**config.mk**
```make
export PLATFORM = sky130hd
export DESIGN_NAME = rename_freelist
export DESIGN_NICKNAME = d
export VERILOG_FILES = /design/src/rtl/rename_freelist.sv
export SDC_FILE = /design/constraint.sdc
export NUM_CORES = 1
export LEC_CHECK = 0
export BUFFER_PORTS_ARGS = -buffer_cell sky130_fd_sc_hd__buf_2
export CORE_UTILIZATION = 35
export CTS_CLUSTER_DIAMETER = 50
export CTS_CLUSTER_SIZE = 14
export DETAILED_ROUTE_END_ITERATION = 8
export SLEW_MARGIN = 20
export SYNTH_ARGS = -nofsm -noshare
export SYNTH_HDL_FRONTEND = slang
export SYNTH_SLANG_ARGS = --single-unit
```
**constraint.sdc**
```tcl
create_clock -name clk -period 6.97 [get_ports clk]
set_clock_uncertainty 0.05 [all_clocks]
set_input_delay 0.697 -clock clk [delete_from_list [all_inputs] [get_ports clk]]
set_output_delay 0.697 -clock clk [all_outputs]
set_load 0.005 [all_outputs]
```
**src/rtl/rename_freelist.sv**
```systemverilog
// rename_freelist: register-rename front end with speculative RAT, retirement RAT and circular free list.
// Optional feature macro RENAME_ZERO_REG_EN: arch reg 0 is hardwired to phys reg 0.
// Ports:
//   clk, rst                          clock, synchronous active-high reset
//   ren_valid/ren_ready               rename handshake
//   ren_ard, ren_rs1, ren_rs2         destination and source arch regs
//   ren_ps1, ren_ps2                  source phys mappings (pre-update RAT)
//   rob_alloc_en, rob_alloc_ok        ROB allocate strobe and ROB space
//   rob_ard, rob_prd_new, rob_prd_old ROB allocate payload
//   commit_valid, commit_ard,
//   commit_prd_new, commit_prd_old    ROB retire payload
//   commit_pop                        retire acknowledge
//   free_count                        free list occupancy
//   rrat_rd_idx, rrat_rd_data         retirement RAT debug read
module rename_freelist #(
   parameter int ARCH = 32,
   parameter int PHYS = 64,
   parameter int AW   = $clog2(ARCH),
   parameter int PW   = $clog2(PHYS)
) (
   input  logic          clk,
   input  logic          rst,
   input  logic          ren_valid,
   output logic          ren_ready,
   input  logic [AW-1:0] ren_ard,
   input  logic [AW-1:0] ren_rs1,
   input  logic [AW-1:0] ren_rs2,
   output logic [PW-1:0] ren_ps1,
   output logic [PW-1:0] ren_ps2,
   output logic          rob_alloc_en,
   input  logic          rob_alloc_ok,
   output logic [AW-1:0] rob_ard,
   output logic [PW-1:0] rob_prd_new,
   output logic [PW-1:0] rob_prd_old,
   input  logic          commit_valid,
   input  logic [AW-1:0] commit_ard,
   input  logic [PW-1:0] commit_prd_new,
   input  logic [PW-1:0] commit_prd_old,
   output logic          commit_pop,
   output logic [PW:0]   free_count,
   input  logic [AW-1:0] rrat_rd_idx,
   output logic [PW-1:0] rrat_rd_data
);
   logic [PW-1:0] rat  [ARCH];
   logic [PW-1:0] rrat [ARCH];
   logic [PW-1:0] fl   [PHYS];
   logic [PW-1:0] head, tail;
   logic [PW:0]   count;
   logic          zero_dst, pop, push, rrat_we;

   function automatic logic [PW-1:0] inc(input logic [PW-1:0] p);
      return (p == PW'(PHYS - 1)) ? '0 : p + 1'b1;
   endfunction

`ifdef RENAME_ZERO_REG_EN
   // reg 0 never owns a free-list entry, so it neither pops nor pushes
   assign zero_dst = (ren_ard == '0);
   assign push     = commit_pop && (commit_prd_old != '0);
   assign rrat_we  = commit_pop && (commit_ard != '0);
`else
   assign zero_dst = 1'b0;
   assign push     = commit_pop;
   assign rrat_we  = commit_pop;
`endif

   // readiness uses the registered count only; a same-cycle commit is not bypassed
   assign ren_ready    = !rst && rob_alloc_ok && (count != '0 || zero_dst);
   assign rob_alloc_en = ren_valid && ren_ready;
   assign pop          = rob_alloc_en && !zero_dst;
   assign rob_ard      = ren_ard;
   assign rob_prd_new  = zero_dst ? '0 : fl[head];
   assign rob_prd_old  = rat[ren_ard];
   assign ren_ps1      = rat[ren_rs1];
   assign ren_ps2      = rat[ren_rs2];
   assign commit_pop   = commit_valid && !rst;
   assign free_count   = count;
   assign rrat_rd_data = rrat[rrat_rd_idx];

   always_ff @(posedge clk) begin
      if (rst) begin
         for (int i = 0; i < ARCH; i++) begin
            rat[i]  <= PW'(i);
            rrat[i] <= PW'(i);
         end
         for (int i = 0; i < PHYS; i++)
            fl[i] <= PW'(i + ARCH);
         head  <= '0;
         tail  <= PW'(PHYS - ARCH);
         count <= (PW+1)'(PHYS - ARCH);
      end else begin
         if (pop) begin
            rat[ren_ard] <= fl[head];
            head         <= inc(head);
         end
         if (push) begin
            fl[tail] <= commit_prd_old;
            tail     <= inc(tail);
         end
         if (rrat_we)
            rrat[commit_ard] <= commit_prd_new;
         count <= count + (PW+1)'(push) - (PW+1)'(pop);
      end
   end

   // more free registers than PHYS-ARCH means the ROB returned a register twice
   a_no_overflow: assert property (@(posedge clk) disable iff (rst) count <= (PW+1)'(PHYS - ARCH));
endmodule

```
==> results_dict.tcl, run 1 <==
set metrics [dict create \
    synth_area_um2 40100 \
    dr.pass1.iters 5 \
    maxSlewHeadroom_pct 30.7 \
    grt_pass1_vias 24200 \
    hold_depth 2 \
    numPlacedInstances 4169 \
    hp-start "commit_prd_old[1]" \
    syn_inst 2815 \
    routedWlPerCell_um 25.0 \
    synthDistinctLibCells 68 \
    r2r_slack_ns 2.68 \
    irDropWorstVdd_mv 0.187 \
    synthTopCellsByCount "edfxtp_1 (768), mux4_2 (296), nor2_1 (260)" \
    grt_usage_pct 18.6 \
    cp_slowest_cell "dfxtp_4" \
    slowest_delay_ns 1.01 \
    maxCapViolCount 0 \
    finalCritPeriodShare_pct 74.2 \
    rsz0062_at_grt "no" \
    fin_tns_setup_ns 0 \
    synth_fp_nets 2869 \
    timing.final.crit_period_ns 5.17 \
    path_cells "buf_4 -> mux4_2 -> o22ai_1 -> o21ai_0 -> and4_1 -> a31oi_4 -> inv_2 -> buf_2" \
    final_util_pct 39.5 \
    grt_max_degree 80 \
    post_cts_resized 0 \
    required_ns 6.22 \
    clk_pin_slew_ns 0.06 \
    die_area_um2 116000 \
    synth_area_leader_cell "edfxtp_1" \
    seq_area_frac_synth_pct 58.8 \
    synth_area_leaders "edfxtp_1 (58%), mux4_2 (17%), and2_1 (3.4%)" \
    clk-insertion-delay-late_ns 0.68 \
    cts_setup_buffers 0 \
    cts_htree_levels 3 \
    crit_type "reg -> out" \
    hold_viol_final 0 \
    drive_above_1_share_pct 26.3 \
    gp_congestion 0.856 \
    timing.critical_path.buf_inv 3 \
    setup_viol 0 \
    slew_viol_final 0 \
    numPortBuffers 86 \
    crit_family "compound AO/OA/AOI/OAI gates" \
    grt_antenna_before_repair 1 \
    drt.antenna.violating_nets 0 \
    timing.fmax_ghz 0.193 \
    startpoint_type "register" \
    die_w_um 340 \
    worstPathArrival_ns 4.42 \
    finalPower_mw 11.4 \
    dp_slack_ns 2.46 \
    ctsHoldBuffers 0 \
    outcome "completed" \
    post-dp-hpwl_mm 69.8 \
    layoutNonFillerInstCount 4346 \
    cts_root_buffer "clkbuf_16" \
    vias 24100 \
    syn_area_per_cell_um2 14.2 \
    first_iter_violations 2592 \
    worst_pin_slew_ns 1.04 \
    grt.overflow.total 0 \
    totalWireLength_mm 109 \
    cts_tree "built" \
    power-per-cell-area_nw_per_um2 257 \
    core_um2 113000 \
    clock_path_buffers 3 \
    cp-end-kind "output port" \
    fin_nets 2820 \
    synthArstFlopShare_pct 0 \
    final.setup.worst_slack_ns 1.80 \
    power_leakage_nw 13.3 \
    cts_inserted_buffers 95 \
    area_delta_synth_final_pct 11.4 \
    yosys_most_used_dff "edfxtp_1" \
    ys_warn_count 0 \
    worstPathMaxFanout 53 \
    synth_top_area_share_pct 57.6 \
    die_h_um 340 \
    viasPerCell 5.54 \
    regToRegEndpoint "rat[24][4]" \
    hp-class "in -> reg" \
    fill_cells 10500 \
    hold_end "fl[63][1]" \
    start_util_pct 35.5 \
    rows 123 \
    ios 87 \
    drc_errors 0 \
    synth_edf_count 768 \
    ys_ff_latch 793 \
    grt_pass1_wl_mm 161 \
    rr_worst_depth 8 \
    clock_sinks 793 \
    yosysMostFrequentCell "edfxtp_1" \
]
worst max-delay path by stage:
stage | from | to | slack [ns] | cells past startpoint
detailed placement | register | rob_prd_new[0] | 2.46 | 8
floorplan | free_count[2] | free_count[6] | 3.65 | 17
global route | register | rob_prd_new[0] | 1.58 | 8
CTS | register | rob_prd_new[0] | 1.72 | 8
finish | register | rob_prd_new[0] | 1.80 | 8
global placement | register | rob_prd_new[0] | 2.43 | 8
power breakdown:
group / internal, mW / switching (mW) / total (mW) / leakage, nW
clock: 2.86 / 2.17 / 5.02 / 1.51
combinational: 0.394 / 0.590 / 0.983 / 4.72
sequential: 5.36 / 0.0816 / 5.44 / 7.06
total: 8.61 / 2.84 / 11.4 / 13.3
cells by family after synthesis:
family          after synthesis  share of synthesized area (%)
compound gates              114                           2.25
buf+inv                     294                           3.43
fa+ha+maj                    12                          0.394
xor+xnor                     12                          0.262
simple gates               1206                           15.7
mux                         384                           19.1
flops                       793                           58.8
cell usage in the layout, fill, tap and decap left out, types with 8 or more instances in the layout:
| master | instances |
|---|---|
| edfxtp_1 | 768 |
| mux4_2 | 296 |
| nor2_1 | 260 |
| nand2_1 | 216 |
| and2_1 | 216 |
| or3_1 | 182 |
| or2_2 | 95 |
| clkbuf_16 | 95 |
| nor3_1 | 80 |
| buf_2 | 80 |
| mux2i_1 | 57 |
| nand2b_1 | 54 |
| buf_4 | 43 |
| a22oi_1 | 38 |
| nand3_1 | 29 |
| mux2_2 | 26 |
| dfxtp_1 | 21 |
| a21oi_1 | 15 |
| clkinvlp_4 | 15 |
| inv_6 | 15 |
| nand3b_1 | 14 |
| inv_1 | 13 |
| clkinv_2 | 13 |
| nand4_1 | 11 |
| ha_1 | 11 |
| o22ai_1 | 10 |
| nor2_2 | 10 |
| clkinv_1 | 10 |
| nor2b_1 | 9 |
| o221ai_1 | 8 |
| o21ai_0 | 8 |
| xor2_1 | 8 |
| bufinv_16 | 8 |
layout make-up:
class / instances / area (um2) / area share [%]
inverter: 22 / 85.1 / 0.191
antenna: 1 / 2.50 / 0.00561
multi-input combinational: 1728 / 15100 / 33.9
sequential: 793 / 23600 / 52.8
timing repair buffer: 126 / 766 / 1.72
clock buffer: 101 / 2400 / 5.38
tap: 1500 / 1880 / 4.21
clock inverter: 75 / 772 / 1.73
metrics by stage:
step                      hold slack (ns)  cell area (um2)
after floorplan                     0.423            40100
after global placement              0.444            41400
after detailed placement            0.446            41400
after CTS                           0.309            44600
after global routing                0.318            44600
final                               0.351            44600
state kept, by name, indices dropped and copies added (netlist names), named ones only:
name / flops
rat: 192
head: 6
tail: 6
fl: 384
rrat: 192
free_count: 7
per-layer routing:
metal / wire length, um / part of all wire (%) / GRT usage, %
met4: 3170 / 2.9 / 5.86
met5: 20 / 0.018 / 0
met2: 51900 / 48 / 30.1
met3: 7640 / 7.0 / 3.32
met1: 45800 / 42 / 25.6
Power figures use the tool's default switching activity.
==> run 2, diff against run 1 <==
Clock period 6.97 ns to 5.1 ns, I/O delays scaled along.
==> results_dict.tcl, run 2 (synthesis gave the netlist of run 1 again) <==
set metrics [dict create \
    clock_sinks 793 \
    start_util_pct 35.5 \
    cts_setup_buffers 0 \
    slowest_delay_ns 0.81 \
    path_cells "buf_4 -> nor2b_1 -> a22oi_1 -> a21boi_0 -> nor4_2 -> a31oi_4 -> buf_4 -> inv_2 -> buf_2" \
    cts_tree "built" \
    grt.overflow.total 0 \
    largest_reg_flops 384 \
    rows 123 \
    regMostFlops "fl" \
    cts_root_buffer "clkbuf_16" \
    post_cts_resized 0 \
    die_w_um 340 \
    grt_usage_pct 19.1 \
    holdWs_ns 0.157 \
    ctsHoldBuffers 0 \
    dp_slack_ns 1.32 \
    reg_top3 "fl x384, rat x192, rrat x192" \
    die_area_um2 116000 \
    worstPathMaxFanout 29 \
    power_leakage_nw 13.5 \
    fin_tns_setup_ns 0 \
    required_ns 4.54 \
    layout_common_cells "edfxtp_1 (768), mux4_2 (296), nor2_1 (260)" \
    worstPathArrival_ns 3.80 \
    outcome "completed" \
    drt.antenna.violating_nets 0 \
    first_iter_violations 2469 \
    clock_path_buffers 3 \
    finalPower_mw 16.0 \
    crit_type "reg -> out" \
    worst_pin_slew_ns 1.05 \
    final_common_cell "edfxtp_1" \
    maxSlewHeadroom_pct 30.1 \
    maxCapViolCount 0 \
    gp_congestion 0.872 \
    cts_htree_levels 3 \
    fin_nets 2840 \
    grt_pass1_vias 24400 \
    viasPerCell 5.61 \
    vias 24500 \
    grt_max_degree 66 \
    crit_family "flip-flops" \
    cp-end-kind "output port" \
    clk-insertion-delay-late_ns 0.67 \
    startpoint_type "register" \
    numPortBuffers 86 \
    cts_inserted_buffers 96 \
    ios 87 \
    rsz0062_at_grt "no" \
    area_delta_synth_final_pct 12.4 \
    grt_pass1_wl_mm 165 \
    drive_above_1_share_pct 26.9 \
    power-per-cell-area_nw_per_um2 356 \
    timing.critical_path.buf_inv 4 \
    hold_viol_final 0 \
    numPlacedInstances 4188 \
    core_um2 113000 \
    clk_pin_slew_ns 0.06 \
    die_h_um 340 \
    slew_viol_final 0 \
    dr.pass1.iters 6 \
    totalWireLength_mm 111 \
    drc_errors 0 \
    timing.final.crit_period_ns 4.36 \
    hp-class "in -> reg" \
    cp_slowest_cell "dfxtp_2" \
    finalCritPeriodShare_pct 85.5 \
    crit_top_cell "buf_4" \
    final.setup.worst_slack_ns 0.742 \
    irDropWorstVdd_mv 0.282 \
    post-dp-hpwl_mm 72.8 \
    timing.fmax_ghz 0.229 \
    routedWlPerCell_um 25.5 \
    grt_antenna_before_repair 4 \
    layoutNonFillerInstCount 4365 \
    setup_viol 0 \
    diodes 0 \
]
[run 2: per-stage QoR]
step	util [%]	area [um2]
finish	39.8	45000
global route	39.8	45000
CTS	39.8	45000
detailed placement	36.9	41600
global placement	36.9	41600
floorplan	-	40100
[run 2: where the power goes]
part           internal [mW]  leakage [nW]  switching, mW
Sequential              7.32          7.06          0.110
Combinational          0.552          4.84          0.835
Clock                   4.14          1.63           3.08
[run 2: worst paths after layout]
| kind | cells past startpoint | slack, ns | start | to |
|---|---|---|---|---|
| max reg2reg | 8 | 1.23 | register | rat[12][3] |
| min reg2reg | 2 | 0.45 | head[5] | register |
| min | 2 | 0.16 | commit_prd_old[0] | fl[63][0] |
| max | 9 | 0.74 | register | rob_prd_new[4] |
[run 2: layer usage]
layer | vias up | track usage, % | share of wire (%)
met1 | 12600 | 26.4 | 42
met2 | 1043 | 30.7 | 48
met3 | 192 | 3.25 | 7.6
met4 | 4 | 5.88 | 2.7
li1 | 10600 | - | -
met5 | - | 0 | 0.024
[run 2: final cells by class]
type / instances / area, um2
clock buffer: 103 / 2430
clock inverter: 74 / 935
fill: 10400 / 68000
inverter: 22 / 82.6
multi-input combinational: 1728 / 15100
sequential: 793 / 23600
tap: 1500 / 1880
timing repair buffer: 145 / 961
==> run 3, diff against run 2 <==
Settings changed: RECOVER_POWER set to 100.
==> results_dict.tcl, run 3 (synthesis gave the netlist of run 1 again) <==
set metrics [dict create \
    layout_common_cells "edfxtp_1 (768), mux4_2 (296), nor2_1 (260)" \
    dr.pass1.iters 6 \
    ctsHoldBuffers 0 \
    cp_slowest_cell "dfxtp_2" \
    numPortBuffers 86 \
    die_w_um 340 \
    power-per-cell-area_nw_per_um2 357 \
    final_util_pct 39.7 \
    maxCapViolCount 8 \
    setup_viol 0 \
    startpoint_type "register" \
    timing.critical_path.buf_inv 4 \
    largest_reg_flops 384 \
    crit_type "reg -> out" \
    cts_htree_levels 3 \
    vias 24500 \
    cts_tree "built" \
    drive_above_1_share_pct 22.0 \
    start_util_pct 35.5 \
    core_um2 113000 \
    layoutNonFillerInstCount 4365 \
    crit_family "buffers and inverters" \
    die_h_um 340 \
    timing.final.crit_period_ns 4.61 \
    maxSlewHeadroom_pct -137 \
    gp_congestion 0.872 \
    totalWireLength_mm 111 \
    fill_cells 10500 \
    irDropWorstVdd_mv 0.285 \
    drc_errors 0 \
    grt_pass1_vias 24400 \
    viasPerCell 5.60 \
    final.setup.worst_slack_ns 0.486 \
    violations "max-capacitance violations, max-slew violations" \
    regArea_um2 23600 \
    area_delta_synth_final_pct 11.9 \
    cp-end-kind "output port" \
    dp_slack_ns 1.32 \
    power_leakage_nw 13.1 \
    grt_usage_pct 19.1 \
    slowest_delay_ns 0.81 \
    multi_input_area_um2 15100 \
    grt_antenna_before_repair 4 \
    cts_setup_buffers 0 \
    clk_pin_slew_ns 0.06 \
    fin_nets 2840 \
    worstPathArrival_ns 4.05 \
    drt.antenna.violating_nets 0 \
    finalCritPeriodShare_pct 90.5 \
    clock_path_buffers 3 \
    grt_max_degree 66 \
    worstPathMaxFanout 29 \
    grt_pass1_wl_mm 165 \
    cts_root_buffer "clkbuf_16" \
    final_common_cell "edfxtp_1" \
    rsz0062_at_grt "no" \
    worst_pin_slew_ns 3.55 \
    post-dp-hpwl_mm 72.8 \
    slew_viol_final 303 \
    clk-insertion-delay-late_ns 0.67 \
    first_iter_violations 2370 \
    numPlacedInstances 4188 \
    timing.fmax_ghz 0.217 \
    cts_inserted_buffers 96 \
    grt.overflow.total 0 \
    rows 123 \
    required_ns 4.54 \
    reg_top3 "fl x384, rat x192, rrat x192" \
    routedWlPerCell_um 25.5 \
    ios 87 \
    regMostFlops "fl" \
    die_area_um2 116000 \
    hold_viol_final 0 \
    clock_sinks 793 \
    path_cells "clkbuf_1 -> nor2b_1 -> a22oi_1 -> a21boi_0 -> nor4_2 -> a31oi_4 -> buf_4 -> inv_2 -> buf_2" \
    post_cts_resized 0 \
    hp-class "in -> reg" \
    fin_tns_setup_ns 0 \
    outcome "complete, but fails checks" \
    diodes 0 \
]
==> run 3: layout make-up <==
class / count / area share (%)
multi-input combinational: 1728 / 33.7
inverter: 22 / 0.184
clock buffer: 103 / 5.42
tap: 1500 / 4.19
timing repair buffer: 145 / 1.79
clock inverter: 74 / 2.09
sequential: 793 / 52.6
==> run 3: where the power goes <==
group	switching (mW)	internal [mW]	total (mW)
clock network	3.07	4.14	7.21
registers	0.110	7.32	7.43
logic	0.833	0.526	1.36
==> run 3: worst paths after layout <==
path                                       end  slack (ns)  cells past startpoint               from
worst max-delay path            rob_prd_new[4]        0.49                      9           register
worst min-delay path                 fl[63][0]        0.16                      2  commit_prd_old[0]
worst max register to register      rat[20][4]        0.56                      8           register
worst min register to register        register        0.45                      2            head[5]
==> run 3: metrics by stage <==
| stage | total power [mW] | instance area, um2 | hold WS (ns) |
|---|---|---|---|
| after global placement | 8.95 | 41600 | 0.449 |
| final | 16.0 | 44800 | 0.162 |
| after detailed placement | 8.96 | 41600 | 0.451 |
| after floorplan | 8.45 | 40100 | 0.423 |
| after global routing | 16.4 | 44800 | 0.146 |
| after CTS | 16.1 | 45000 | 0.132 |
==> run 3: metal layers <==
layer,GRT usage [%],wire length [um]
met1,26.4,46300
met2,30.7,53700
met3,3.25,8530
met4,5.88,2940
met5,0,27
==> run 3: worst reg2reg max path, delay by kind of cell, from the launching register on <==
family	cells	cell delay (ns)
DFF	1	0.81
buffers and inverters	2	1.68
AOI/OAI and AO/OA	3	0.68
and+or+nand+nor	3	1.00
